`config.mk`:
```
export PLATFORM = sky130hd
export DESIGN_NAME = note_player
export DESIGN_NICKNAME = d
export VERILOG_FILES = /design/src/rtl/music_pkg.sv /design/src/rtl/frequency_rom.sv /design/src/rtl/note_player.sv
export SDC_FILE = /design/constraint.sdc
export NUM_CORES = 1
export LEC_CHECK = 0
export ABC_AREA = 0
export CORE_MARGIN = 2
export CORE_UTILIZATION = 55
export DETAILED_ROUTE_END_ITERATION = 6
export GPL_TIMING_DRIVEN = 0
export PLACE_DENSITY = 0.83
export SETUP_SLACK_MARGIN = 0.1
export SLEW_MARGIN = 20
export SYNTH_ARGS = -nofsm -noshare
export SYNTH_HDL_FRONTEND = slang
export SYNTH_SLANG_ARGS = --single-unit
export TNS_END_PERCENT = 100
```
`constraint.sdc`:
```
create_clock -name clk -period 3.85 [get_ports clk]
set_input_delay 0.77 -clock clk [delete_from_list [all_inputs] [get_ports clk]]
set_output_delay 0.77 -clock clk [all_outputs]
set_load 0.02 [all_outputs]
```
`src/rtl/music_pkg.sv`:
```
// Shared constants and types for the music datapath (sequencer, sine reader, codec side).
// Latency: not applicable, package only.
// Backpressure: not applicable, package only.
package music_pkg;

   localparam int STEP_W      = 20;
   localparam int STEP_FRAC_W = 10;
   localparam int SAMPLE_W    = 16;

   // Note indices: 0 is a rest, 1..63 are semitones upward from A0
   localparam int NOTE_REST = 0;
   localparam int NOTE_A4   = 49;

   // Phase step handed to the sine reader: 10 integer bits, 10 fraction bits
   typedef struct packed {
      logic [STEP_W-STEP_FRAC_W-1:0] int_part;
      logic [STEP_FRAC_W-1:0]        frac_part;
   } step_t;

   typedef enum logic {
      ST_IDLE = 1'b0,
      ST_PLAY = 1'b1
   } np_state_t;

endpackage

```
`src/rtl/frequency_rom.sv`:
```
// 64-entry table of 10.10 phase steps, round(f*2^20/48000) with f = 440*2^((n-49)/12); entry 0 is silence.
// Latency: one cycle; the addressed entry is registered on the cycle load is high.
// Backpressure: none; the registered step holds until the next load.
module frequency_rom
   import music_pkg::*;
(
   input  logic       clk,
   input  logic       reset,
   input  logic       load,
   input  logic [5:0] note,
   output step_t      step_size
);

   logic [STEP_W-1:0] rom_val;

   // Constant table lookup; A4 (index 49) is 9612, i.e. 9 + 396/1024 samples of phase per output sample
   always_comb begin
      rom_val = '0;
      case (note)
         6'd1:  rom_val = 20'd601;
         6'd2:  rom_val = 20'd636;
         6'd3:  rom_val = 20'd674;
         6'd4:  rom_val = 20'd714;
         6'd5:  rom_val = 20'd757;
         6'd6:  rom_val = 20'd802;
         6'd7:  rom_val = 20'd850;
         6'd8:  rom_val = 20'd900;
         6'd9:  rom_val = 20'd954;
         6'd10: rom_val = 20'd1010;
         6'd11: rom_val = 20'd1070;
         6'd12: rom_val = 20'd1134;
         6'd13: rom_val = 20'd1201;
         6'd14: rom_val = 20'd1273;
         6'd15: rom_val = 20'd1349;
         6'd16: rom_val = 20'd1429;
         6'd17: rom_val = 20'd1514;
         6'd18: rom_val = 20'd1604;
         6'd19: rom_val = 20'd1699;
         6'd20: rom_val = 20'd1800;
         6'd21: rom_val = 20'd1907;
         6'd22: rom_val = 20'd2021;
         6'd23: rom_val = 20'd2141;
         6'd24: rom_val = 20'd2268;
         6'd25: rom_val = 20'd2403;
         6'd26: rom_val = 20'd2546;
         6'd27: rom_val = 20'd2697;
         6'd28: rom_val = 20'd2858;
         6'd29: rom_val = 20'd3028;
         6'd30: rom_val = 20'd3208;
         6'd31: rom_val = 20'd3398;
         6'd32: rom_val = 20'd3600;
         6'd33: rom_val = 20'd3815;
         6'd34: rom_val = 20'd4041;
         6'd35: rom_val = 20'd4282;
         6'd36: rom_val = 20'd4536;
         6'd37: rom_val = 20'd4806;
         6'd38: rom_val = 20'd5092;
         6'd39: rom_val = 20'd5395;
         6'd40: rom_val = 20'd5715;
         6'd41: rom_val = 20'd6055;
         6'd42: rom_val = 20'd6415;
         6'd43: rom_val = 20'd6797;
         6'd44: rom_val = 20'd7201;
         6'd45: rom_val = 20'd7629;
         6'd46: rom_val = 20'd8083;
         6'd47: rom_val = 20'd8563;
         6'd48: rom_val = 20'd9072;
         6'd49: rom_val = 20'd9612;
         6'd50: rom_val = 20'd10184;
         6'd51: rom_val = 20'd10789;
         6'd52: rom_val = 20'd11431;
         6'd53: rom_val = 20'd12110;
         6'd54: rom_val = 20'd12830;
         6'd55: rom_val = 20'd13593;
         6'd56: rom_val = 20'd14402;
         6'd57: rom_val = 20'd15258;
         6'd58: rom_val = 20'd16165;
         6'd59: rom_val = 20'd17127;
         6'd60: rom_val = 20'd18145;
         6'd61: rom_val = 20'd19224;
         6'd62: rom_val = 20'd20367;
         6'd63: rom_val = 20'd21578;
         default: rom_val = '0;
      endcase
   end

   // Capture the entry for the newly loaded note; hold it for the life of the note
   always_ff @(posedge clk or negedge reset) begin
      if (!reset) begin
         step_size <= '0;
      end else if (load) begin
         step_size <= step_t'(rom_val);
      end
   end

endmodule

```
`src/rtl/note_player.sv`:
```
// Note sequencer: latches a note, supplies its phase step to the sine reader, counts beats, strobes done at note end.
// Latency: step_size 1 cycle after load; sample path 1 cycle; done_with_note in the PLAY cycle where no beats remain.
// Backpressure: none; gen_next_out is gated by play state/enable. Build option NOTE_PLAYER_PAUSE_EN freezes beats while disabled.
module note_player
   import music_pkg::*;
#(
   parameter int NOTE_W = 6,
   parameter int DUR_W  = 6
)
(
   input  logic                clk,
   input  logic                reset,
   input  logic                play_enable,
   input  logic                load_new_note,
   input  logic [NOTE_W-1:0]   note,
   input  logic [DUR_W-1:0]    duration,
   input  logic                beat,
   input  logic                generate_next,
   input  logic                sample_ready,
   input  logic [SAMPLE_W-1:0] sample,
   output logic [STEP_W-1:0]   step_size,
   output logic                gen_next_out,
   output logic [SAMPLE_W-1:0] sample_out,
   output logic                new_sample_ready,
   output logic                done_with_note
);

   np_state_t         state;
   logic [DUR_W-1:0]  cnt;
   logic [NOTE_W-1:0] note_q;
   logic              first_cycle;
   step_t             rom_step;
   logic              beat_en;
   logic              note_end;

   frequency_rom u_frequency_rom (
      .clk       (clk),
      .reset     (reset),
      .load      (load_new_note),
      .note      (note),
      .step_size (rom_step)
   );

`ifdef NOTE_PLAYER_PAUSE_EN
   // Paused notes hold their remaining length until playback resumes
   assign beat_en = beat & play_enable;
`else
   assign beat_en = beat;
`endif

   // A note ends in the first PLAY cycle with no beats left, unless a new load takes over
   assign note_end = (state == ST_PLAY) && (cnt == '0) && !load_new_note;

   assign done_with_note = note_end;
   // The first PLAY cycle is skipped so the sine reader never steps with a stale increment
   assign gen_next_out   = generate_next & (state == ST_PLAY) & play_enable & ~first_cycle;
   assign step_size      = (state == ST_PLAY) ? rom_step : '0;

   // Play/idle sequencing and beat countdown; a load always wins over beats and note end
   always_ff @(posedge clk or negedge reset) begin
      if (!reset) begin
         state       <= ST_IDLE;
         cnt         <= '0;
         note_q      <= '0;
         first_cycle <= 1'b0;
      end else if (load_new_note) begin
         state       <= ST_PLAY;
         cnt         <= duration;
         note_q      <= note;
         first_cycle <= 1'b1;
      end else begin
         first_cycle <= 1'b0;
         if (state == ST_PLAY) begin
            if (cnt == '0) begin
               state <= ST_IDLE;
            end else if (beat_en) begin
               cnt <= cnt - DUR_W'(1);
            end
         end
      end
   end

   // Forward samples during a note, silencing rests; clear the output once idle
   always_ff @(posedge clk or negedge reset) begin
      if (!reset) begin
         sample_out       <= '0;
         new_sample_ready <= 1'b0;
      end else begin
         new_sample_ready <= 1'b0;
         if (sample_ready && (state == ST_PLAY)) begin
            new_sample_ready <= 1'b1;
            sample_out       <= (note_q == NOTE_W'(NOTE_REST)) ? '0 : sample;
         end else if (state == ST_IDLE) begin
            sample_out <= '0;
         end
      end
   end

endmodule

```
# ---- Word-level counts from Yosys, hierarchy flattened
# Memory sizes are Yosys's and may differ from the RTL's. A register that Yosys moved wholly into a read port is not among the register bits.
# Cells that the tools add are included.
dict set report classes {
  addsub 1
  n_eq_ne 2
  n_mux 13
  bitwise_logic 4
  reduce_logical 10
}
# operator count
set op_table {}
lappend op_table {{$mux W16} 3}
lappend op_table {{$mux W6} 4}
lappend op_table {{$mux W20} 1}
lappend op_table {{$logic_not A6 Y1} 2}
lappend op_table {{$sub A6 B1 Y6 const B} 1}
lappend op_table {{$mux W1} 5}
lappend op_table {{$reduce_bool A2 Y1} 2}
lappend op_table {{$and A1 B1 Y1} 3}
lappend op_table {{$logic_and A1 B1 Y1} 3}
lappend op_table {{$reduce_and A3 Y1} 1}
lappend op_table {{$logic_not A1 Y1} 2}
lappend op_table {{$ne A2 B1 Y1 const B} 1}
lappend op_table {{$ne A2 B2 Y1 const B} 1}
lappend op_table {{$not A1 Y1} 1}
dict set report totals {
  reg_bits 41
  mem_bits_ro 960
  in_bits 35
  output_inout_bits 39
  wordCells 38
  n_memories 1
}
# name depth width read_ports rd_clocked_by_memory_dff write_ports line_no
set mem_list {}
lappend mem_list {{(name not given)} 64 15 1 1 0 frequency_rom.sv:19} ;# case (note)

# ---- Depth between registers and ports, before layout
# Gate-level depths: netlist (run 1).
dict set report logic_depth {
  depth_word 5
  depth_mapped 9
  mapped_depth_nobuf 7
}

# ---- Cells and area by module
# Synthesis (run 1) repeated with hierarchy kept, for this count alone.
dict set report unflattened {
  hier_cells 446
  area_unflattened_um2 3637.2
}
# module n_inst cells_each area_each_um2 seq_area_each_um2
set by_module_without_submodules {}
lappend by_module_without_submodules {frequency_rom 1 262 1931.9 375.4}
lappend by_module_without_submodules {note_player 1 184 1705.4 775.7}

# ---- Least setup slack after synthesis (run 1)
# OpenSTA, ideal clock, no wires.
dict set report synth_path {
  path_type {in2reg}
  startpoint {input note[0]}
  endpoint {register u_frequency_rom.step_size[0] (netlist name)}
  setup_ns 0.127
  arrival_ns 2.168
  required_ns 3.723
  setup_slack_ns 1.555
  path_stages 8
  n_path_buf 1
  cell_sequence {inv_1 > ha_1 > buf_2 > and2b_1 > a21oi_1 > mux4_2 > a22oi_1 > o21ai_1}
}
# item line_no
set synth_lines {}
lappend synth_lines {{start: declaration} note_player.sv:15} ;# input logic [NOTE_W-1:0] note,

# ---- Final worst setup path (run 1)
dict set report layout_path {
  startpoint {input load_new_note}
  endpoint {output done_with_note}
}
dict set report layout_between {
  elab_chain_len 2
}
# item line_no
set layout_rtl {}
lappend layout_rtl {{start: declaration} note_player.sv:14} ;# input logic load_new_note,
lappend layout_rtl {{$logic_not A1 Y1} note_player.sv:52} ;# assign note_end = (state == ST_PLAY) && (cnt == '0) && !load_new_note;
lappend layout_rtl {{$logic_and A1 B1 Y1} note_player.sv:52}
lappend layout_rtl {{end: declaration} note_player.sv:25} ;# output logic done_with_note
# No other way between the ends.

==> results of run 1 <==
==> stage by stage <==
step | instance area, um2 | util | worst slack (ns) | hold slack (ns) | cells
floorplan | 3354 | - | 1.555 | 0.4454 | 360
global placement | 4109 | 0.6981 | 0.4397 | 0.4707 | 501
detailed placement | 4124 | 0.7007 | 0.4127 | 0.4749 | 502
CTS | 4217 | 0.7164 | 0.5114 | 0.3625 | 510
global route | 4217 | 0.7164 | 0.4244 | 0.3766 | 510
finish | 4217 | 0.7164 | 0.4906 | 0.3564 | 510
==> worst max path at each step <==
stage             startpoint                                       end  slack (ns)
6_report       load_new_note                            done_with_note        0.49
4_1_cts        load_new_note                            done_with_note        0.51
3_5_place_dp         note[1]  u_frequency_rom.step_size[0]$_DFFE_PN0P_        0.41
3_3_place_gp         note[1]  u_frequency_rom.step_size[0]$_DFFE_PN0P_        0.44
5_1_grt        load_new_note                            done_with_note        0.42
2_1_floorplan        note[0]  u_frequency_rom.step_size[0]$_DFFE_PN0P_        1.55
==> power by group <==
| group | internal, uW | leakage [uW] | switching [uW] |
|---|---|---|---|
| sequential | 548 | 0.000557 | 41.3 |
| combinational | 268 | 0.00119 | 301 |
| clock | 130 | 0.0000408 | 170 |
| total | 946 | 0.00178 | 512 |
==> sequential cells by signal, indices dropped and copies added, names as in the netlist <==
| signal | cells |
|---|---|
| first_cycle | 1 |
| state | 1 |
| sample_out | 16 |
| note_q | 6 |
| cnt | 6 |
| u_frequency_rom.step_size | 15 |
| new_sample_ready | 1 |
==> synthesized netlist by cell type (4+ instances only) <==
cell,instances
a21oi_1,19
nor2b_1,4
nand2_1,23
a21boi_0,5
mux2i_1,7
mux2_2,9
a211oi_1,5
nand2b_1,11
and2_1,18
nand3_1,5
buf_6,4
a22o_2,6
inv_1,15
buf_4,9
ha_1,11
o2111ai_1,4
a22o_1,15
nor2_1,16
o211ai_1,10
clkbuf_1,13
mux4_2,8
o21ai_0,28
buf_2,12
dfrtp_1,46
==> cells by family (layout without fill, tap and decap cells) <==
group	Yosys count	in the layout	synth area share
simple gates	94	94	0.1506
mux	24	24	0.1053
buf+inv	54	129	0.08430
xor+xnor	1	1	0.002623
fa+ha+maj	11	11	0.04121
flops	46	46	0.3447
compound gates	125	125	0.2701
other cells	1	5	0.001123
==> cell usage in the layout, fill, tap and decap left out, types with 15 or more instances in the layout <==
cell             instances
clkdlybuf4s50_1         65
dfrtp_1                 46
o21ai_0                 28
nand2_1                 23
a21oi_1                 19
and2_1                  18
nor2_1                  16
inv_1                   15
a22o_1                  15
==> layer usage <==
| layer | up-vias | routed length (um) |
|---|---|---|
| li1 | 1460 | - |
| met1 | 1507 | 4322 |
| met2 | 208 | 4695 |
| met3 | 29 | 964 |
| met4 | 0 | 238 |
| met5 | - | 0 |
==> area by class of cell <==
| type | instances | area share |
|---|---|---|
| Buffer | 39 | 0.05341 |
| Clock buffer | 5 | 0.01632 |
| Clock inverter | 3 | 0.005638 |
| Inverter | 15 | 0.01335 |
| Multi-Input combinational cell | 260 | 0.4558 |
| Sequential cell | 46 | 0.2730 |
| Tap cell | 75 | 0.02226 |
| Timing Repair Buffer | 67 | 0.1602 |
==> results.json, run 1 <==
{
  "status": "complete, no violations",
  "synthTopCellsByArea": "dfrtp_1 (34%), mux4_2 (5.4%), o21ai_0 (4.2%)",
  "max_stage_delay_ns": 0.60,
  "drive_gt1_frac": 0.1517,
  "yosysSeqAreaShare": 0.3447,
  "finalNetCount": 480,
  "path_clk_slew_ns": 0.10,
  "hold_path_class": "primary input to asynchronous set/reset pin",
  "avgSynthCellArea_um2": 9.380,
  "wl_per_cell_um": 20.04,
  "report.power.total_uw": 1458,
  "peakVddDrop_uv": 210.4,
  "rsz0062_at_grt": "false",
  "setup_viol": 0,
  "ys_types": 59,
  "synth_area_um2": 3339,
  "core_area_um2": 5886,
  "cts-hold-fix-buffers": 0,
  "start_util": 0.5674,
  "diodes": 0,
  "die_area_um2": 6711,
  "vias": 3204,
  "synthFlopType": "dfrtp_1",
  "synth_edf_count": 0,
  "busiest_layer": "met2",
  "grt_pass1_vias": 2957,
  "clkSinkCount": 46,
  "fin_crit_sh": 0.8726,
  "io_pins": 74,
  "final_hold_viol_count": 0,
  "antenna_found_initial": 0,
  "gr-total-overflow": 0,
  "cts_buffers": 5,
  "area_growth_pct": 26.26,
  "ff2ff_setup_slack_ns": 2.05,
  "nFillCells": 473,
  "clk_latency_ns": 0.30,
  "rr_endpoint": "cnt[4]$_DFFE_PN0P_",
  "path_max_fanout": 7,
  "yosys_register_bits": 46,
  "met1_usage": 0.4312,
  "drc": 0,
  "synth.largest_area_cell": "dfrtp_1",
  "synth_cells": 356,
  "clk_path_buf_depth": 2,
  "cp.arrival_ns": 2.59,
  "cellLeakagePower_uw": 0.001784,
  "cts_tree": "done",
  "rows": 28,
  "power_density_nw_per_um2": 345.8,
  "synth_warnings": 0,
  "maxSlewHeadroom": 0.5864,
  "regArea_um2": 1151,
  "globalRouteMet3Util": 0.06264,
  "tightest_slew_ns": 0.6204,
  "critPathLaunchType": "primary input",
  "period_needed_ns": 3.359,
  "htree_levels": 2,
  "finalSetupTns_ns": 0,
  "multi_input_area_um2": 1922,
  "via_per_inst": 6.282,
  "drtIter0Drc": 309,
  "crit_chain": "clkdlybuf4s50_1 > clkbuf_1 > nor3b_1 > and3_1 > clkdlybuf4s50_1",
  "reg2reg_from": "cnt[0]$_DFFE_PN0P_",
  "grt_use_met2": 0.4862,
  "cpLargestDelayFamily": "buffers and inverters",
  "chipHeight_um": 81.92,
  "cp.depth": 5,
  "gp_congestion": 0.9798,
  "max_freq_mhz": 297.7,
  "portBuffers": 66,
  "antenna_left": 0,
  "postRouteWirelength_um": 10220,
  "grtUsageTotal": 0.3086,
  "die_w_um": 81.92,
  "path_buf_inv": 3,
  "root_buffer": "clkbuf_8",
  "skew_ns": 0.01533,
  "path_class": "primary input to output port",
  "maxSlewViolCount": 0,
  "grt_max_degree": 34,
  "required_ns": 3.08,
  "cp-end-kind": "output port",
  "critPathMostFrequentCell": "clkdlybuf4s50_1",
  "yosys.area.top_type_share": 0.3447,
  "ctsResizeCount": 0,
  "postCtsSetupBuffers": 0,
  "reg2reg_depth": 7,
  "async_reset_ff_frac": 1.000,
  "dp_hpwl_um": 7644,
  "first_pass_iters": 7,
  "grt_pass1_wl_um": 15550,
  "slowest_stage": "clkdlybuf4s50_1",
  "drv_cap": 0
}
Power figures use the tool's default switching activity.
==> run 2, diff against run 1 <==
--- a/config.mk
+++ b/config.mk
@@ -9,7 +9,7 @@
 export CORE_MARGIN = 2
 export CORE_UTILIZATION = 55
 export DETAILED_ROUTE_END_ITERATION = 6
-export GPL_TIMING_DRIVEN = 0
+export GPL_TIMING_DRIVEN = 1
 export PLACE_DENSITY = 0.83
 export SETUP_SLACK_MARGIN = 0.1
 export SLEW_MARGIN = 20
==> run 2 against run 1 <==
Net effect: design area fell by 3.6%; largest power group unchanged; clock skew fell by 0.010 ns; cell count fell by 5.7%; maximum frequency rose by 9.0%; critical path type unchanged; die area did not move; flip-flop and latch count did not move; first-iteration DRC count fell by 41%; routed wire length fell by 18%.
==> results.json, run 2 (synthesized netlist as in run 1, its figures left out) <==
{
  "largest_reg_flops": 16,
  "ff2ff_setup_slack_ns": 1.82,
  "path_max_fanout": 3,
  "drtIter0Drc": 182,
  "met1_length_um": 3638,
  "peakVddDrop_uv": 199.1,
  "finalSetupTns_ns": 0,
  "htree_levels": 2,
  "cts_tree": "done",
  "fin_crit_sh": 0.8007,
  "rr_endpoint": "cnt[4]$_DFFE_PN0P_",
  "area_growth_pct": 21.69,
  "die_w_um": 81.92,
  "critPathLaunchType": "primary input",
  "maxSlewViolCount": 0,
  "core_area_um2": 5886,
  "clkSinkCount": 46,
  "grtUsageTotal": 0.2603,
  "top_layer": "met4",
  "wl_per_cell_um": 17.52,
  "hold_path_class": "primary input to asynchronous set/reset pin",
  "grt_max_degree": 47,
  "diodes": 0,
  "status": "complete, no violations",
  "reg_top3": "sample_out x16, u_frequency_rom.step_size x15",
  "clk_path_buf_depth": 2,
  "vias": 3016,
  "path_class": "primary input to output port",
  "tightest_slew_ns": 0.7111,
  "reg2reg_depth": 4,
  "wl_met2_um": 3918,
  "finalNetCount": 451,
  "path_clk_slew_ns": 0.09,
  "root_buffer": "clkbuf_8",
  "period_needed_ns": 3.083,
  "rows": 28,
  "required_ns": 3.08,
  "first_pass_iters": 5,
  "max_freq_mhz": 324.4,
  "ctsResizeCount": 0,
  "die_area_um2": 6711,
  "drive_gt1_frac": 0.1232,
  "via_per_inst": 6.270,
  "place_ws_ns": 0.6693,
  "layout_commonest_cell": "clkdlybuf4s50_1",
  "timing.final.ws_setup_ns": 0.7671,
  "layout_common_cells": "clkdlybuf4s50_1 (67), dfrtp_1 (46), o21ai_0 (28), nand2_1 (23), a21oi_1 (19)",
  "gp_congestion": 0.9307,
  "drc": 0,
  "cp-end-kind": "output port",
  "chipHeight_um": 81.92,
  "io_pins": 74,
  "wl_met3_um": 647,
  "drv_cap": 0,
  "portBuffers": 68,
  "start_util": 0.5674,
  "dp_hpwl_um": 6092,
  "cellLeakagePower_uw": 0.001695,
  "grt_pass1_vias": 2788,
  "postRouteWirelength_um": 8427,
  "maxSlewHeadroom": 0.5259,
  "antenna_left": 0,
  "antenna_found_initial": 0,
  "final_hold_viol_count": 0,
  "postCtsSetupBuffers": 0,
  "reg2reg_from": "state$_DFF_PN0_",
  "cts_buffers": 5,
  "grt_pass1_wl_um": 13470,
  "regMostFlops": "sample_out",
  "cts-hold-fix-buffers": 0,
  "rsz0062_at_grt": "false",
  "power_density_nw_per_um2": 349.5,
  "skew_ns": 0.005131,
  "cp.arrival_ns": 2.31,
  "setup_viol": 0,
  "clk_latency_ns": 0.30,
  "post-route-util": 0.6905,
  "gr-total-overflow": 0
}
[run 2: worst max path at each step]
stage,end,from,slack (ns),cells past startpoint
2_1_floorplan,u_frequency_rom.step_size[0]$_DFFE_PN0P_,note[0],1.55,8
4_1_cts,done_with_note,load_new_note,0.77,4
5_1_grt,done_with_note,load_new_note,0.71,4
3_5_place_dp,cnt[4]$_DFFE_PN0P_,load_new_note,0.67,6
3_3_place_gp,cnt[2]$_DFFE_PN0P_,load_new_note,0.80,6
6_report,done_with_note,load_new_note,0.77,4
[run 2: where the power goes]
part / total [uW] / internal, uW / switching [uW]
Sequential: 594 / 548 / 46.1
Clock: 299 / 130 / 170
Combinational: 527 / 255 / 272
[run 2: worst max-delay path: stages]
cell,delay [ns]
clkdlybuf4s50_1,0.42
nor3b_1,0.32
and3_1,0.20
clkdlybuf4s50_1,0.60
[run 2: area by class of cell]
class                           instances  area, um2
Sequential cell                        46       1151
Clock buffer                            5      68.82
Tap cell                               75      93.84
Clock inverter                          3      23.77
Inverter                               15      56.30
Fill cell                             490       1822
Multi-Input combinational cell        260       1924
Timing Repair Buffer                   77      745.7
[run 2: layer usage]
layer	global-route usage	up-vias
met5	0	-
li1	-	1407
met3	0.04176	19
met1	0.3574	1449
met2	0.4073	141
met4	0.1117	0
[run 2: stage by stage]
step                      power, uW  hold slack, ns  instances  area (um2)
after global routing           1505          0.5020        481        4064
after detailed placement       1127          0.4702        473        3966
after global placement         1114          0.4685        473        3966
after CTS                      1427          0.4936        481        4059
after floorplan               925.6          0.4454        360        3354
final                          1420          0.4517        481        4064
==> run 3, diff against run 2 <==
--- a/config.mk
+++ b/config.mk
@@ -7,10 +7,10 @@
 export LEC_CHECK = 0
 export ABC_AREA = 0
 export CORE_MARGIN = 2
-export CORE_UTILIZATION = 55
+export CORE_UTILIZATION = 46
 export DETAILED_ROUTE_END_ITERATION = 6
 export GPL_TIMING_DRIVEN = 1
-export PLACE_DENSITY = 0.83
+export PLACE_DENSITY = 0.74
 export SETUP_SLACK_MARGIN = 0.1
 export SLEW_MARGIN = 20
 export SYNTH_ARGS = -nofsm -noshare
==> constraint.sdc (replaced) <==
create_clock -name clk -period 2.8 [get_ports clk]
set_input_delay 0.56 -clock clk [delete_from_list [all_inputs] [get_ports clk]]
set_output_delay 0.56 -clock clk [all_outputs]
set_load 0.02 [all_outputs]
==> run 3 against run 2 <==
Net effect: sequential share of layout area shrank 0.94 points; non-clock buffer count up 11; utilization decreased by 10 points; register-to-register slack got worse by 0.94 ns; via count grew 2.3%; combinational power rose by 42%; critical endpoint unchanged; largest power group unchanged; highest routed layer unchanged.
==> results.json, run 3 (synthesized netlist as in run 1, its figures left out) <==
{
  "clkSinkCount": 46,
  "timing.final.ws_setup_ns": 0.2156,
  "layout_commonest_cell": "clkdlybuf4s50_1",
  "power_density_nw_per_um2": 471.5,
  "postCtsSetupBuffers": 0,
  "final_hold_viol_count": 0,
  "clk_latency_ns": 0.30,
  "antenna_found_initial": 0,
  "reg2reg_depth": 6,
  "max_stage_delay_ns": 0.60,
  "grt_max_degree": 47,
  "clk_path_buf_depth": 2,
  "fin_crit_sh": 0.9230,
  "gr-total-overflow": 0,
  "maxSlewViolCount": 0,
  "tightest_slew_ns": 0.6503,
  "place_inst": 508,
  "chipHeight_um": 89.21,
  "drv_cap": 0,
  "grt_pass1_wl_um": 14260,
  "gp_congestion": 0.8791,
  "cp-end-kind": "output port",
  "area_growth_pct": 25.89,
  "regMostFlops": "sample_out",
  "cpLargestDelayFamily": "buffers and inverters",
  "path_class": "register to output port",
  "layout_common_cells": "clkdlybuf4s50_1 (67), dfrtp_1 (46), o21ai_0 (28), nand2_1 (23), a21oi_1 (19)",
  "largest_reg_flops": 16,
  "cp.arrival_ns": 2.02,
  "crit_chain": "inv_1 > ha_1 > nor3b_2 > and3_1 > clkdlybuf4s50_1",
  "maxSlewHeadroom": 0.5645,
  "setup_viol": 0,
  "first_pass_iters": 5,
  "reg_top3": "sample_out x16, u_frequency_rom.step_size x15",
  "io_pins": 74,
  "fin_hold_ws_ns": 0.3330,
  "drtIter0Drc": 255,
  "grt_pass1_vias": 2838,
  "cellLeakagePower_uw": 0.001758,
  "cts_tree": "done",
  "die_w_um": 89.21,
  "antenna_left": 0,
  "cts_buffers": 5,
  "dp_hpwl_um": 6317,
  "hold_path_class": "primary input to asynchronous set/reset pin",
  "postRouteWirelength_um": 8753,
  "vias": 3086,
  "nFillCells": 650,
  "cts-hold-fix-buffers": 0,
  "rows": 31,
  "portBuffers": 68,
  "critPathLaunchType": "register",
  "finalSetupTns_ns": 0,
  "path_max_fanout": 4,
  "rr_endpoint": "cnt[4]$_DFFE_PN0P_",
  "rsz0062_at_grt": "false",
  "finalNetCount": 462,
  "period_needed_ns": 2.584,
  "finalNonFillerCells": 516,
  "ff2ff_setup_slack_ns": 0.88,
  "skew_ns": 0.005967,
  "ctsResizeCount": 0,
  "die_area_um2": 7958,
  "report.power.total_uw": 1982,
  "drc": 0,
  "grtUsageTotal": 0.2273,
  "path_buf_inv": 2,
  "reg2reg_from": "cnt[0]$_DFFE_PN0P_",
  "max_freq_mhz": 386.9,
  "required_ns": 2.24,
  "path_clk_slew_ns": 0.09,
  "peakVddDrop_uv": 211.4,
  "via_per_inst": 5.981,
  "diodes": 0,
  "wl_per_cell_um": 16.96,
  "place_ws_ns": 0.06978,
  "start_util": 0.4679,
  "status": "complete, no violations",
  "drive_gt1_frac": 0.1487,
  "slowest_stage": "clkdlybuf4s50_1",
  "htree_levels": 2,
  "root_buffer": "clkbuf_8",
  "core_area_um2": 7137
}
## run 3: how the worst max path moves through the flow
stage	from	endpoint	slack, ns	depth (start not counted)
3_3_place_gp	note[1]	u_frequency_rom.step_size[5]$_DFFE_PN0P_	0.11	8
2_1_floorplan	note[0]	u_frequency_rom.step_size[0]$_DFFE_PN0P_	0.71	8
5_1_grt	cnt[0]$_DFFE_PN0P_	done_with_note	0.13	5
6_report	cnt[0]$_DFFE_PN0P_	done_with_note	0.22	5
4_1_cts	cnt[0]$_DFFE_PN0P_	done_with_note	0.12	5
3_5_place_dp	note[1]	u_frequency_rom.step_size[11]$_DFFE_PN0P_	0.07	8
## run 3: per-layer routing
metal	GRT usage	vias up	share of wire
li1	-	1424	-
met1	0.3326	1451	0.44
met2	0.3475	190	0.45
met3	0.03509	21	0.093
met4	0.07056	0	0.019
met5	0	-	0
## run 3: report_power, final
part	total (uW)	switching (uW)	internal (uW)
sequential	816	62.9	753
clock	420	241	179
combinational	747	380	366
## run 3: stage by stage
stage / cell area, um2 / util
2_1_floorplan: 3354 / -
3_3_place_gp: 4104 / 0.5750
3_5_place_dp: 4104 / 0.5750
4_1_cts: 4197 / 0.5880
5_1_grt: 4204 / 0.5891
6_report: 4204 / 0.5891
## run 3: layout make-up
type                    count  area (um2)  area share
multi-input cells         260        1929      0.4589
repair buffers             88       850.8      0.2024
clock inverters             3       23.77    0.005655
well taps                  99       123.9     0.02946
clock buffers               5       68.82     0.01637
flip-flops and latches     46        1151      0.2738
inverters                  15       56.30     0.01339
## run 3: worst reg2reg max path, delay by kind of cell (launching register included)
kind,cells,cell delay [ns]
AOI/OAI and AO/OA,3,0.92
and+or+nand+nor,1,0.17
DFF,1,0.42
adders and majority gates,1,0.22
buffers and inverters,1,0.10
